--- config.mk ---
export PLATFORM = sky130hd
export DESIGN_NAME = vga_sig_gen
export DESIGN_NICKNAME = d
export VERILOG_FILES = /design/src/rtl/vga_timing_pkg.sv /design/src/rtl/vga_sig_gen_counter.sv /design/src/rtl/vga_sig_gen.sv
export SDC_FILE = /design/constraint.sdc
export NUM_CORES = 1
export LEC_CHECK = 0
export ABC_AREA = 0
export BUFFER_PORTS_ARGS = -buffer_cell sky130_fd_sc_hd__buf_4
export CORE_MARGIN = 4
export CORE_UTILIZATION = 30
export DETAILED_ROUTE_END_ITERATION = 10
export GPL_ROUTABILITY_DRIVEN = 0
export PLACE_DENSITY = 0.51
export SYNTH_ARGS = -nofsm -noshare
export SYNTH_HDL_FRONTEND = slang
export SYNTH_HIERARCHICAL = 1
export SYNTH_SLANG_ARGS = --single-unit
export TNS_END_PERCENT = 20
--- constraint.sdc ---
create_clock -name CLK -period 2.35 [get_ports CLK]
set_input_delay 0.235 -clock CLK [delete_from_list [all_inputs] [get_ports CLK]]
set_output_delay 0.235 -clock CLK [all_outputs]
set_load 0.01 [all_outputs]
--- src/rtl/vga_timing_pkg.sv ---
// vga_timing_pkg: default 640x480 VGA timing constants and region helpers
package vga_timing_pkg;
  localparam int DEF_CLK_DIV = 4;
  localparam int DEF_H_DISPLAY = 640;
  localparam int DEF_H_FP = 16;
  localparam int DEF_H_SYNC = 96;
  localparam int DEF_H_BP = 48;
  localparam int DEF_V_DISPLAY = 480;
  localparam int DEF_V_FP = 10;
  localparam int DEF_V_SYNC = 2;
  localparam int DEF_V_BP = 29;
  localparam logic DEF_SYNC_ACTIVE = 1'b0;
  localparam int H_TOTAL = DEF_H_DISPLAY + DEF_H_FP + DEF_H_SYNC + DEF_H_BP;
  localparam int V_TOTAL = DEF_V_DISPLAY + DEF_V_FP + DEF_V_SYNC + DEF_V_BP;
  localparam int H_SYNC_START = DEF_H_DISPLAY + DEF_H_FP;
  localparam int H_SYNC_END = H_SYNC_START + DEF_H_SYNC;
  localparam int V_SYNC_START = DEF_V_DISPLAY + DEF_V_FP;
  localparam int V_SYNC_END = V_SYNC_START + DEF_V_SYNC;
  function automatic logic inRange(input logic [9:0] value, input logic [9:0] lo, input logic [9:0] hi);
    return value >= lo && value < hi;
  endfunction
endpackage

--- src/rtl/vga_sig_gen_counter.sv ---
// UGeneric_Counter: enable-gated wrapping counter with a terminal-count trigger
module UGeneric_Counter #(
  parameter int COUNTER_WIDTH = 10,
  parameter logic [COUNTER_WIDTH-1:0] COUNTER_MAX = '1
) (
  input  logic                     CLK,
  input  logic                     RESET,
  input  logic                     ENABLE_IN,
  output logic                     TRIG_OUT,
  output logic [COUNTER_WIDTH-1:0] COUNT
);
  assign TRIG_OUT = ENABLE_IN && COUNT == COUNTER_MAX;
  // count up on enable, wrapping to zero after COUNTER_MAX
  always_ff @(posedge CLK or posedge RESET)
    if (RESET) COUNT <= '0;
    else if (ENABLE_IN) COUNT <= TRIG_OUT ? '0 : COUNT + 1'b1;
endmodule

--- src/rtl/vga_sig_gen.sv ---
// vga_sig_gen: VGA timing generator with address output and aligned colour/sync pins
module vga_sig_gen
  import vga_timing_pkg::*;
#(
  parameter int   CLK_DIV     = DEF_CLK_DIV,
  parameter int   H_DISPLAY   = DEF_H_DISPLAY,
  parameter int   H_FP        = DEF_H_FP,
  parameter int   H_SYNC      = DEF_H_SYNC,
  parameter int   H_BP        = DEF_H_BP,
  parameter int   V_DISPLAY   = DEF_V_DISPLAY,
  parameter int   V_FP        = DEF_V_FP,
  parameter int   V_SYNC      = DEF_V_SYNC,
  parameter int   V_BP        = DEF_V_BP,
  parameter logic SYNC_ACTIVE = DEF_SYNC_ACTIVE
) (
  input  logic        CLK,
  input  logic        RESET,
  input  logic [11:0] COLOUR_IN,
  output logic [9:0]  ADDRESS_H,
  output logic [8:0]  ADDRESS_V,
  output logic        VGA_HS,
  output logic        VGA_VS,
  output logic [11:0] VGA_COLOUR,
  output logic        FRAME_START
);
  localparam int DIV_W = CLK_DIV > 1 ? $clog2(CLK_DIV) : 1;
  localparam logic [9:0] hDisplay = 10'(H_DISPLAY);
  localparam logic [9:0] vDisplay = 10'(V_DISPLAY);
  localparam logic [9:0] hSyncStart = 10'(H_DISPLAY + H_FP);
  localparam logic [9:0] hSyncEnd = 10'(H_DISPLAY + H_FP + H_SYNC);
  localparam logic [9:0] vSyncStart = 10'(V_DISPLAY + V_FP);
  localparam logic [9:0] vSyncEnd = 10'(V_DISPLAY + V_FP + V_SYNC);
  localparam logic [9:0] hMax = 10'(H_DISPLAY + H_FP + H_SYNC + H_BP - 1);
  localparam logic [9:0] vMax = 10'(V_DISPLAY + V_FP + V_SYNC + V_BP - 1);
  logic [DIV_W-1:0] unusedDivCount;
  logic [9:0] hCount, vCount;
  logic pixelTick, hWrap, vWrap;
  logic hVisible, vVisible, visibleD, hSyncD, vSyncD;
  UGeneric_Counter #(.COUNTER_WIDTH(DIV_W), .COUNTER_MAX(DIV_W'(CLK_DIV - 1))) uPixelDiv (
    .CLK(CLK), .RESET(RESET), .ENABLE_IN(1'b1), .TRIG_OUT(pixelTick), .COUNT(unusedDivCount)
  );
  UGeneric_Counter #(.COUNTER_WIDTH(10), .COUNTER_MAX(hMax)) uHCount (
    .CLK(CLK), .RESET(RESET), .ENABLE_IN(pixelTick), .TRIG_OUT(hWrap), .COUNT(hCount)
  );
  UGeneric_Counter #(.COUNTER_WIDTH(10), .COUNTER_MAX(vMax)) uVCount (
    .CLK(CLK), .RESET(RESET), .ENABLE_IN(hWrap), .TRIG_OUT(vWrap), .COUNT(vCount)
  );
  assign hVisible = hCount < hDisplay;
  assign vVisible = vCount < vDisplay;
  // address stage: publish the current pixel and remember its region for the pin stage
  always_ff @(posedge CLK or posedge RESET)
    if (RESET) begin
      ADDRESS_H <= '0;
      ADDRESS_V <= '0;
      visibleD <= 1'b0;
      hSyncD <= 1'b0;
      vSyncD <= 1'b0;
    end else if (pixelTick) begin
      ADDRESS_H <= hVisible ? hCount : '0;
      ADDRESS_V <= vVisible ? vCount[8:0] : '0;
      visibleD <= hVisible && vVisible;
      hSyncD <= inRange(hCount, hSyncStart, hSyncEnd);
      vSyncD <= inRange(vCount, vSyncStart, vSyncEnd);
    end
  // pin stage: colour returned for the previous address, with sync from the same pixel
  always_ff @(posedge CLK or posedge RESET)
    if (RESET) begin
      VGA_COLOUR <= '0;
      VGA_HS <= ~SYNC_ACTIVE;
      VGA_VS <= ~SYNC_ACTIVE;
    end else if (pixelTick) begin
      VGA_COLOUR <= visibleD ? COLOUR_IN : '0;
      VGA_HS <= hSyncD ? SYNC_ACTIVE : ~SYNC_ACTIVE;
      VGA_VS <= vSyncD ? SYNC_ACTIVE : ~SYNC_ACTIVE;
    end
  // one-CLK frame marker following the edge where both counters wrap
  always_ff @(posedge CLK or posedge RESET)
    if (RESET) FRAME_START <= 1'b0;
    else FRAME_START <= vWrap;
endmodule

Yosys cells after proc, flatten, opt, wreduce, memory -nomap -nowiden
Cells that the tools add are included.
{"block": "word_totals", "ff_bits": 59}
{"block": "op_classes", "addsub": 3, "n_lt_le_gt_ge": 6, "eq_ne": 3, "n_mux": 8, "reduce_logical": 5}
{"operator": "$mux 10", "count": 3}
{"operator": "$add 10x1->10 const B", "count": 2}
{"operator": "$eq 10x10->1 const B", "count": 2}
{"operator": "$lt 10x10->1 const B", "count": 2}
{"operator": "$lt 10x9->1 const B", "count": 2}
{"operator": "$mux 12", "count": 1}
{"operator": "$ge 10x10->1 const B", "count": 1}
{"operator": "$ge 10x9->1 const B", "count": 1}
{"operator": "$mux 9", "count": 1}
{"operator": "$logic_and 1x1->1", "count": 5}
{"operator": "$add 2x1->2 const B", "count": 1}
{"operator": "$eq 2x2->1 const B", "count": 1}
{"operator": "$mux 1", "count": 2}
{"operator": "$mux 2", "count": 1}

Logic depth before layout (Yosys ltp)
Gate-level depths: netlist of run 1.
{"block": "logic_depth", "ltp_word": 4, "mapped_depth": 9}

Cells and area by module
The synthesis of run 1 kept the hierarchy.
{"module": "vga_sig_gen", "n_inst": 1, "cells_per_inst": 130, "area_per_inst_um2": 1550.2}
{"module": "UGeneric_Counter at uVCount", "n_inst": 1, "cells_per_inst": 53, "area_per_inst_um2": 573.0}
{"module": "UGeneric_Counter at uHCount", "n_inst": 1, "cells_per_inst": 49, "area_per_inst_um2": 534.3}
{"module": "UGeneric_Counter at uPixelDiv", "n_inst": 1, "cells_per_inst": 8, "area_per_inst_um2": 100.1}

Worst setup path before layout of run 1
Ideal clock, no wire load.
{"block": "synth_timing", "kind": "flip-flop to flip-flop", "startpoint": "reg uPixelDiv.COUNT[0]", "endpoint": "reg uVCount.COUNT[9]", "setup_ns": 0.077, "arrival_ns": 2.273, "required_ns": 2.273, "slack_ns": 0.000, "stages_incl_launch_ff": 10, "path_buffers": 2, "cell_sequence": "dfrtp_1 -> ha_1 -> and2_2 -> buf_4 -> nand4_4 -> nor4_4 -> buf_4 -> nand3_2 -> or4_1 -> a21oi_1"}
{"block": "synth_between", "elab_chain_len": 4}
{"item": "start: declaration", "line_no": "vga_sig_gen_counter.sv:10", "source": "output logic [COUNTER_WIDTH-1:0] COUNT"}
{"item": "start signal: assignment", "line_no": "vga_sig_gen_counter.sv:16", "source": "else if (ENABLE_IN) COUNT <= TRIG_OUT ? '0 : COUNT + 1'b1;"}
{"item": "$eq 2x2->1 *", "line_no": "vga_sig_gen_counter.sv:12", "source": "assign TRIG_OUT = ENABLE_IN && COUNT == COUNTER_MAX;"}
{"item": "net pixelTick", "line_no": "vga_sig_gen.sv:37", "source": "logic pixelTick, hWrap, vWrap;"}
{"item": "$logic_and 1x1->1 *", "line_no": "vga_sig_gen_counter.sv:12"}
{"item": "net hWrap", "line_no": "vga_sig_gen.sv:37"}
{"item": "$logic_and 1x1->1", "line_no": "vga_sig_gen_counter.sv:12"}
{"item": "$mux 10", "line_no": "vga_sig_gen_counter.sv:16"}
{"item": "end signal: assignment", "line_no": "vga_sig_gen_counter.sv:16"}
{"item": "end: declaration", "line_no": "vga_sig_gen_counter.sv:10"}
The timed path passes the listed nets; every way through them passes the cells marked *.
A chain may end at the register's enable or synchronous reset.

Final worst setup path of run 1
{"block": "layout_timing", "startpoint": "reg uHCount.COUNT[0]", "endpoint": "reg uVCount.COUNT[9]"}
{"block": "layout_between", "elab_chain_len": 4}
{"item": "start: declaration", "line_no": "vga_sig_gen_counter.sv:10"}
{"item": "start signal: assignment", "line_no": "vga_sig_gen_counter.sv:16"}
{"item": "$eq 10x10->1 *", "line_no": "vga_sig_gen_counter.sv:12"}
{"item": "$logic_and 1x1->1 *", "line_no": "vga_sig_gen_counter.sv:12"}
{"item": "net hWrap", "line_no": "vga_sig_gen.sv:37"}
{"item": "$logic_and 1x1->1", "line_no": "vga_sig_gen_counter.sv:12"}
{"item": "$mux 10", "line_no": "vga_sig_gen_counter.sv:16"}
Marked as above.

==> metrics.txt, run 1 <==
full die area=10800 µm²; first-pass GRT wire length=10500 µm; Synth cell types=53; post-synthesis sequential area ratio=53.6%; Resized cells post-CTS=0; Residual DRC=0; setup ws final=0.281 ns; CP arrival=2.33 ns; Crit Path Class=flop to flop; post-DP HPWL=4260 µm; cell count after synthesis=240; Final ANT Viol Nets=0; wire per inst=14.8 µm; fin cells=410; DR vias=1966; CTS tree=built; Iter 0 DRT Violations=95; CTS sink cnt=59; root buffer cell=clkbuf_8; endpoints failing setup=0; Pleak=0.00164 µW; initial antenna violation count=0; Vias/cell=4.80; syn avg cell area=11.5 µm²; crit path max fanout=6; Clock Path Buffers=2; area grow syn2layout=26.5%; Ports=48; fillcell total=891; pin count of the biggest net entering global routing=36; Yosys reg bits=59; Final Hold Viols=0; post-synth top area share=51.7%; maxcap violations=0; crit path time final=2.07 ns; final slew viol count=0; die width=104 µm; CP Data Required Time=2.61 ns; share of cells above drive strength 1=28.8%; fin nets=315; Inserted Diodes=0; relative slew slack=65.4%; Total Routed Length=6050 µm; worst-margin pin slew=0.519 ns; Die H=104 µm; Synthesis Warnings=6; status=finished, final reports clean; Post-Route Utilization=39.4%; Fin Setup TNS=0 ns; worst min path class=input port to flop; All-Layer GR Usage=12.2%; Initial Utilization=31.2%; Synth area leader=dfrtp_1; core box area=8850 µm²; Placed Instances=393; CTS buffer count=9; ranking of synthesized cells by area=dfrtp_1 (52%), inv_1 (4.9%), a22o_1 (4.4%); Setup Skew=0.00741 ns; Final Cycle Share=88.0%; cell area after synthesis=2760 µm²; GR Overflow Total=0; Clock transition at path regs=0.07 ns; vias in the first global route=1991; RSZ-0062 raised after global routing=no; Max IR drop VDD=0.352 mV; Fmax achieved=483 MHz; pre-CTS setup slack=0.286 ns; Power Dens Cells=1010 nW/µm²; startpoint types=flop; Crit. End Element=flop; Clock Latency Late Sink=0.34 ns; drt pass-1 iters=4; number of H-tree levels=3; FP Rows=34; PortBufs=47
[through the flow]
| stage | instance area (µm²) | power (µW) | hold slack [ns] |
|---|---|---|---|
| 6_report | 3490 | 3530 | 0.108 |
| 5_1_grt | 3490 | 3760 | 0.0859 |
| 4_1_cts | 3490 | 3590 | 0.0855 |
| 3_5_place_dp | 3220 | 2390 | 0.133 |
| 3_3_place_gp | 3220 | 2370 | 0.131 |
| 2_1_floorplan | 2770 | 1980 | -0.0238 |
[worst max-delay path, stage by stage, from the launching register on]
cell and delay (ns):
dfrtp_1 0.42, ha_1 0.26, inv_1 0.11, nor4_4 0.38, nand3_2 0.16, or4_1 0.51
a21oi_1 0.15
[state kept, by name, indices dropped and copies added, names as in the netlist, 2 cells and up]
register	flops
uPixelDiv/COUNT	2
ADDRESS_H	10
ADDRESS_V	9
uHCount/COUNT	10
VGA_COLOUR	12
uVCount/COUNT	10
[layer usage]
layer / track usage, % / up-vias / wire length (µm)
met5: 0 / - / 0
met3: 4.28 / 6 / 280
met4: 4.27 / 0 / 64
met2: 18.5 / 47 / 2830
met1: 16.1 / 956 / 2880
li1: - / 957 / -
[cells in the mapped netlist (all sizes together)]
cell type,number
a21oi,3
or4,2
a21boi,1
xor2,6
conb,1
mux2,2
nand2,9
nor2b,1
ha,4
a21o,1
and3,2
inv,37
a32o,1
or3,3
nand2b,13
o221ai,1
xnor2,5
a22o,14
or2b,1
dfstp,2
nor3,3
o32ai,10
nor2,5
nand4bb,3
o22ai,2
buf,9
o21ai,7
dfrtp,57
and4,3
a2bb2oi,1
nor4,2
nor4bb,1
and2,2
o31ai,10
and4b,2
nand3,7
nand4,6
o21a,1
[power breakdown]
part           switching [µW]  leakage [µW]  internal, µW
clock network             387      0.000133           790
registers                 178      0.000773          1270
logic                     431      0.000731           472
total                     997       0.00164          2530
[repair_timing]
action	4_1_cts	5_1_grt
buffers inserted	0	0
hold buffers	1	0
endpoints found under the hold margin	24	0
[placed cells by master (no fill, tap or decap), types with 2 or more instances in the layout]
cell type / instances
nor4_4: 2
nand2_1: 9
dfstp_2: 2
mux2_2: 2
xnor2_1: 5
nand2b_1: 13
xor2_1: 6
clkbuf_8: 12
and4b_1: 2
inv_1: 36
o31ai_1: 9
o32ai_1: 9
nor2_1: 5
conb_1: 3
nand3_1: 6
o21ai_0: 6
and3_1: 2
bufinv_16: 3
and4_1: 2
or3_1: 2
nor3_1: 3
ha_1: 4
dfrtp_1: 57
nand4bb_1: 2
a21oi_1: 2
buf_4: 52
a22o_1: 14
nand4_1: 5
[area by class of cell]
cell class                      instances  area, µm²  area share [%]
Timing Repair Buffer                   53        400            11.5
Multi-Input combinational cell        137       1080            30.8
Sequential cell                        59       1480            42.4
Clock inverter                          4       95.1            2.72
Inverter                               37        139            3.98
Tap cell                              108        135            3.87
Clock buffer                           12        165            4.73
[final timing paths]
path | startpoint | end | slack, ns | cells past startpoint
worst min-delay path | COLOUR_IN[10] | VGA_COLOUR[10]$_DFFE_PP0P_ | 0.11 | 2
max in group asynchronous | RESET | VGA_HS$_DFFE_PP1P_ | 1.35 | 4
worst max register to register | uHCount/COUNT[0]$_DFFE_PP0P_ | uVCount/COUNT[9]$_DFFE_PP0P_ | 0.28 | 6
worst min register to register | vSyncD$_DFFE_PP0P_ | VGA_VS$_DFFE_PP1P_ | 0.42 | 1
min in group asynchronous | RESET | uPixelDiv/COUNT[1]$_DFFE_PP0P_ | 0.33 | 3
worst max-delay path | uHCount/COUNT[0]$_DFFE_PP0P_ | uVCount/COUNT[9]$_DFFE_PP0P_ | 0.28 | 6
[cells by family after synthesis]
logic type / after synthesis / synth area share, %
AND/OR/NAND/NOR: 65 / 17.2
flip-flops: 59 / 53.6
AO/OA/AOI/OAI: 52 / 15.2
buffers and inverters: 46 / 7.62
XOR/XNOR: 11 / 3.49
adder cells (fa/ha/maj): 4 / 1.81
multiplexers: 2 / 0.817
other: 1 / 0.136
Power figures use the tool's default switching activity.
==> run 2, diff against run 1 <==
--- a/config.mk
+++ b/config.mk
@@ -7,7 +7,7 @@
 export LEC_CHECK = 0
 export ABC_AREA = 0
 export BUFFER_PORTS_ARGS = -buffer_cell sky130_fd_sc_hd__buf_4
-export CORE_MARGIN = 4
+export CORE_MARGIN = 2
 export CORE_UTILIZATION = 30
 export DETAILED_ROUTE_END_ITERATION = 10
 export GPL_ROUTABILITY_DRIVEN = 0
==> constraint.sdc (replaced) <==
create_clock -name CLK -period 2.35 [get_ports CLK]
set_input_delay 0.235 -clock CLK [delete_from_list [all_inputs] [get_ports CLK]]
set_output_delay 0.235 -clock CLK [all_outputs]
set_load 0.05 [all_outputs]
==> run 2 against run 1 <==
Against the previous run:
- clock power is 32% lower
- worst hold slack gained 0.0024 ns
- die area fell by 7.6%
- power up 5.2%
- register-to-register slack worse by 0.097 ns
- wire length is 1.2% lower
- flip-flop and latch count unchanged
- non-clock buffer count down 1
- global-route usage is 0.73 points higher
- cell area is 2.8% lower
- highest routed layer unchanged
- first-iteration DRC count decreased by 35%
- largest power group is now combinational logic
==> metrics.txt, run 2 (synthesis gave the netlist of run 1 again) <==
Clock Path Buffers=2 (unchanged); Final ANT Viol Nets=0 (unchanged); Max IR drop VDD=0.393 mV (was 0.352 mV); crit path max fanout=7 (was 6); Initial Utilization=31.3% (was 31.2%); GR Overflow Total=0 (unchanged); worst-margin pin slew=0.513 ns (was 0.519 ns); grt peak-use layer=met2 (unchanged); die width=99.9 µm (was 104 µm); Die H=99.9 µm (was 104 µm); drt pass-1 iters=4 (unchanged); cells on worst reg2reg path=8 (was 6); M3 GR Usage=4.81% (was 4.28%); Crit Path Class=flop to flop (unchanged); fin nets=314 (was 315); crit path from=uPixelDiv/COUNT[0]$_DFFE_PP0P_ (was uHCount/COUNT[0]$_DFFE_PP0P_); CP arrival=2.42 ns (was 2.33 ns); PortBufs=47 (unchanged); hold path startpoint=COLOUR_IN[3] (was COLOUR_IN[10]); vias in the first global route=2021 (was 1991); most frequent cells in the layout=dfrtp_1 (57), buf_4 (51), inv_1 (36), a22o_1 (14), nand2b_1 (13) (was dfrtp_1 (57), buf_4 (52), inv_1 (36), a22o_1 (14), nand2b_1 (13)); Crit path depth=8 (was 6); initial antenna violation count=0 (unchanged); grt met1 use=17.6% (was 16.1%); Ports=48 (unchanged); Iter 0 DRT Violations=62 (was 95); pin count of the biggest net entering global routing=36 (unchanged); Placed Instances=391 (was 393); Clock transition at path regs=0.07 ns (about the same); Fmax achieved=462 MHz (was 483 MHz); Vias/cell=4.79 (was 4.80); most common cell after layout, fill and taps aside=dfrtp_1 (unchanged); maxcap violations=0 (unchanged); Pleak=0.00159 µW (was 0.00164 µW); DR vias=1958 (was 1966); max FFs per register=12 (unchanged); final slew viol count=0 (unchanged); Biggest register=VGA_COLOUR (unchanged); fin cells=409 (was 410); first-pass GRT wire length=10100 µm (was 10500 µm); core box area=8810 µm² (was 8850 µm²); wire per inst=14.6 µm (was 14.8 µm); Crit. End Element=flop (unchanged); Worst path slowest cell=or4_1 (unchanged); root buffer cell=clkbuf_8 (unchanged); number of H-tree levels=3 (unchanged); Clock Latency Late Sink=0.33 ns (was 0.34 ns); Fin Setup TNS=0 ns (unchanged); Hold WS=0.110 ns (was 0.108 ns); CTS buffer count=9 (unchanged); hold path depth=2 (unchanged); RSZ-0062 raised after global routing=no (unchanged); fillcell total=881 (was 891); All-Layer GR Usage=12.9% (was 12.2%); CTS tree=built (unchanged); Total Routed Length=5980 µm (was 6050 µm); endpoints failing setup=0 (unchanged); worst min path class=input port to flop (unchanged); startpoint types=flop (unchanged); Final Hold Viols=0 (unchanged); status=finished, final reports clean (unchanged); post-DP HPWL=3980 µm (was 4260 µm); CTS sink cnt=59 (unchanged); CP max stage delay=0.52 ns (was 0.51 ns); met2 Use GR=19.4% (was 18.5%); Final Cycle Share=92.2% (was 88.0%); Inserted Diodes=0 (unchanged); WP buf/inv=1 (unchanged); full die area=9980 µm² (was 10800 µm²); Resized cells post-CTS=0 (unchanged); share of cells above drive strength 1=27.9% (was 28.8%); worst path cell trace=ha_1 -> and2_2 -> nand4_4 -> nor4_4 -> buf_4 -> nand3_2 -> or4_1 -> a21oi_1 (was ha_1 -> inv_1 -> nor4_4 -> nand3_2 -> or4_1 -> a21oi_1); delay-heaviest family, CP=simple AND/OR/NAND/NOR gates (unchanged); area grow syn2layout=23.0% (was 26.5%); Power Dens Cells=1090 nW/µm² (was 1010 nW/µm²); FP Rows=34 (unchanged); crit path time final=2.17 ns (was 2.07 ns); relative slew slack=65.8% (was 65.4%); Setup Skew=0.0107 ns (was 0.00741 ns); Residual DRC=0 (unchanged); worst r2r src=uPixelDiv/COUNT[0]$_DFFE_PP0P_ (was uHCount/COUNT[0]$_DFFE_PP0P_); CP Data Required Time=2.61 ns (about the same)
[run 2: through the flow]
| stage | power, µW | setup slack [ns] | utilization, % | instance area [µm²] |
|---|---|---|---|---|
| 2_1_floorplan | 2520 | 0.0765 | - | 2770 |
| 3_3_place_gp | 2930 | 0.256 | 36.4 | 3200 |
| 3_5_place_dp | 2940 | 0.186 | 36.4 | 3200 |
| 4_1_cts | 3780 | 0.153 | 38.4 | 3390 |
| 5_1_grt | 3940 | 0.0146 | 38.5 | 3390 |
| 6_report | 3710 | 0.184 | 38.5 | 3390 |
[run 2: what timing repair did]
action / CTS / global route
hold buffers: 1 / 0
setup endpoints to repair: 0 / 2
buffers inserted: 0 / 1
hold endpoints to repair: 24 / 0
[run 2: cell type report]
class	instances	area [µm²]	share of cell area (%)
timing repair buffer	52	393	11.6
inverter	37	139	4.09
tap	108	135	3.98
sequential	59	1480	43.6
multi-input combinational	137	1080	31.7
clock buffer	12	145	4.28
clock inverter	4	26.3	0.774
[run 2: metal layers]
metal	share of wire, %	vias up
met4	1.2	0
met1	48	959
met2	46	37
met3	4.3	6
li1	-	956
met5	0	-
[run 2: worst paths after layout]
check | end | slack [ns]
setup / recovery | uVCount/COUNT[9]$_DFFE_PP0P_ | 0.18
min in group asynchronous | uPixelDiv/COUNT[1]$_DFFE_PP0P_ | 0.33
hold reg to reg | VGA_VS$_DFFE_PP1P_ | 0.41
setup reg to reg | uVCount/COUNT[9]$_DFFE_PP0P_ | 0.18
max in group asynchronous | VGA_VS$_DFFE_PP1P_ | 1.30
hold / removal | VGA_COLOUR[3]$_DFFE_PP0P_ | 0.11
[run 2: report_power, final]
| part | total (µW) | leakage, µW | internal [µW] | switching [µW] |
|---|---|---|---|---|
| Clock | 807 | 0.0000863 | 410 | 397 |
| Sequential | 1440 | 0.000773 | 1270 | 172 |
| Combinational | 1460 | 0.000725 | 485 | 977 |
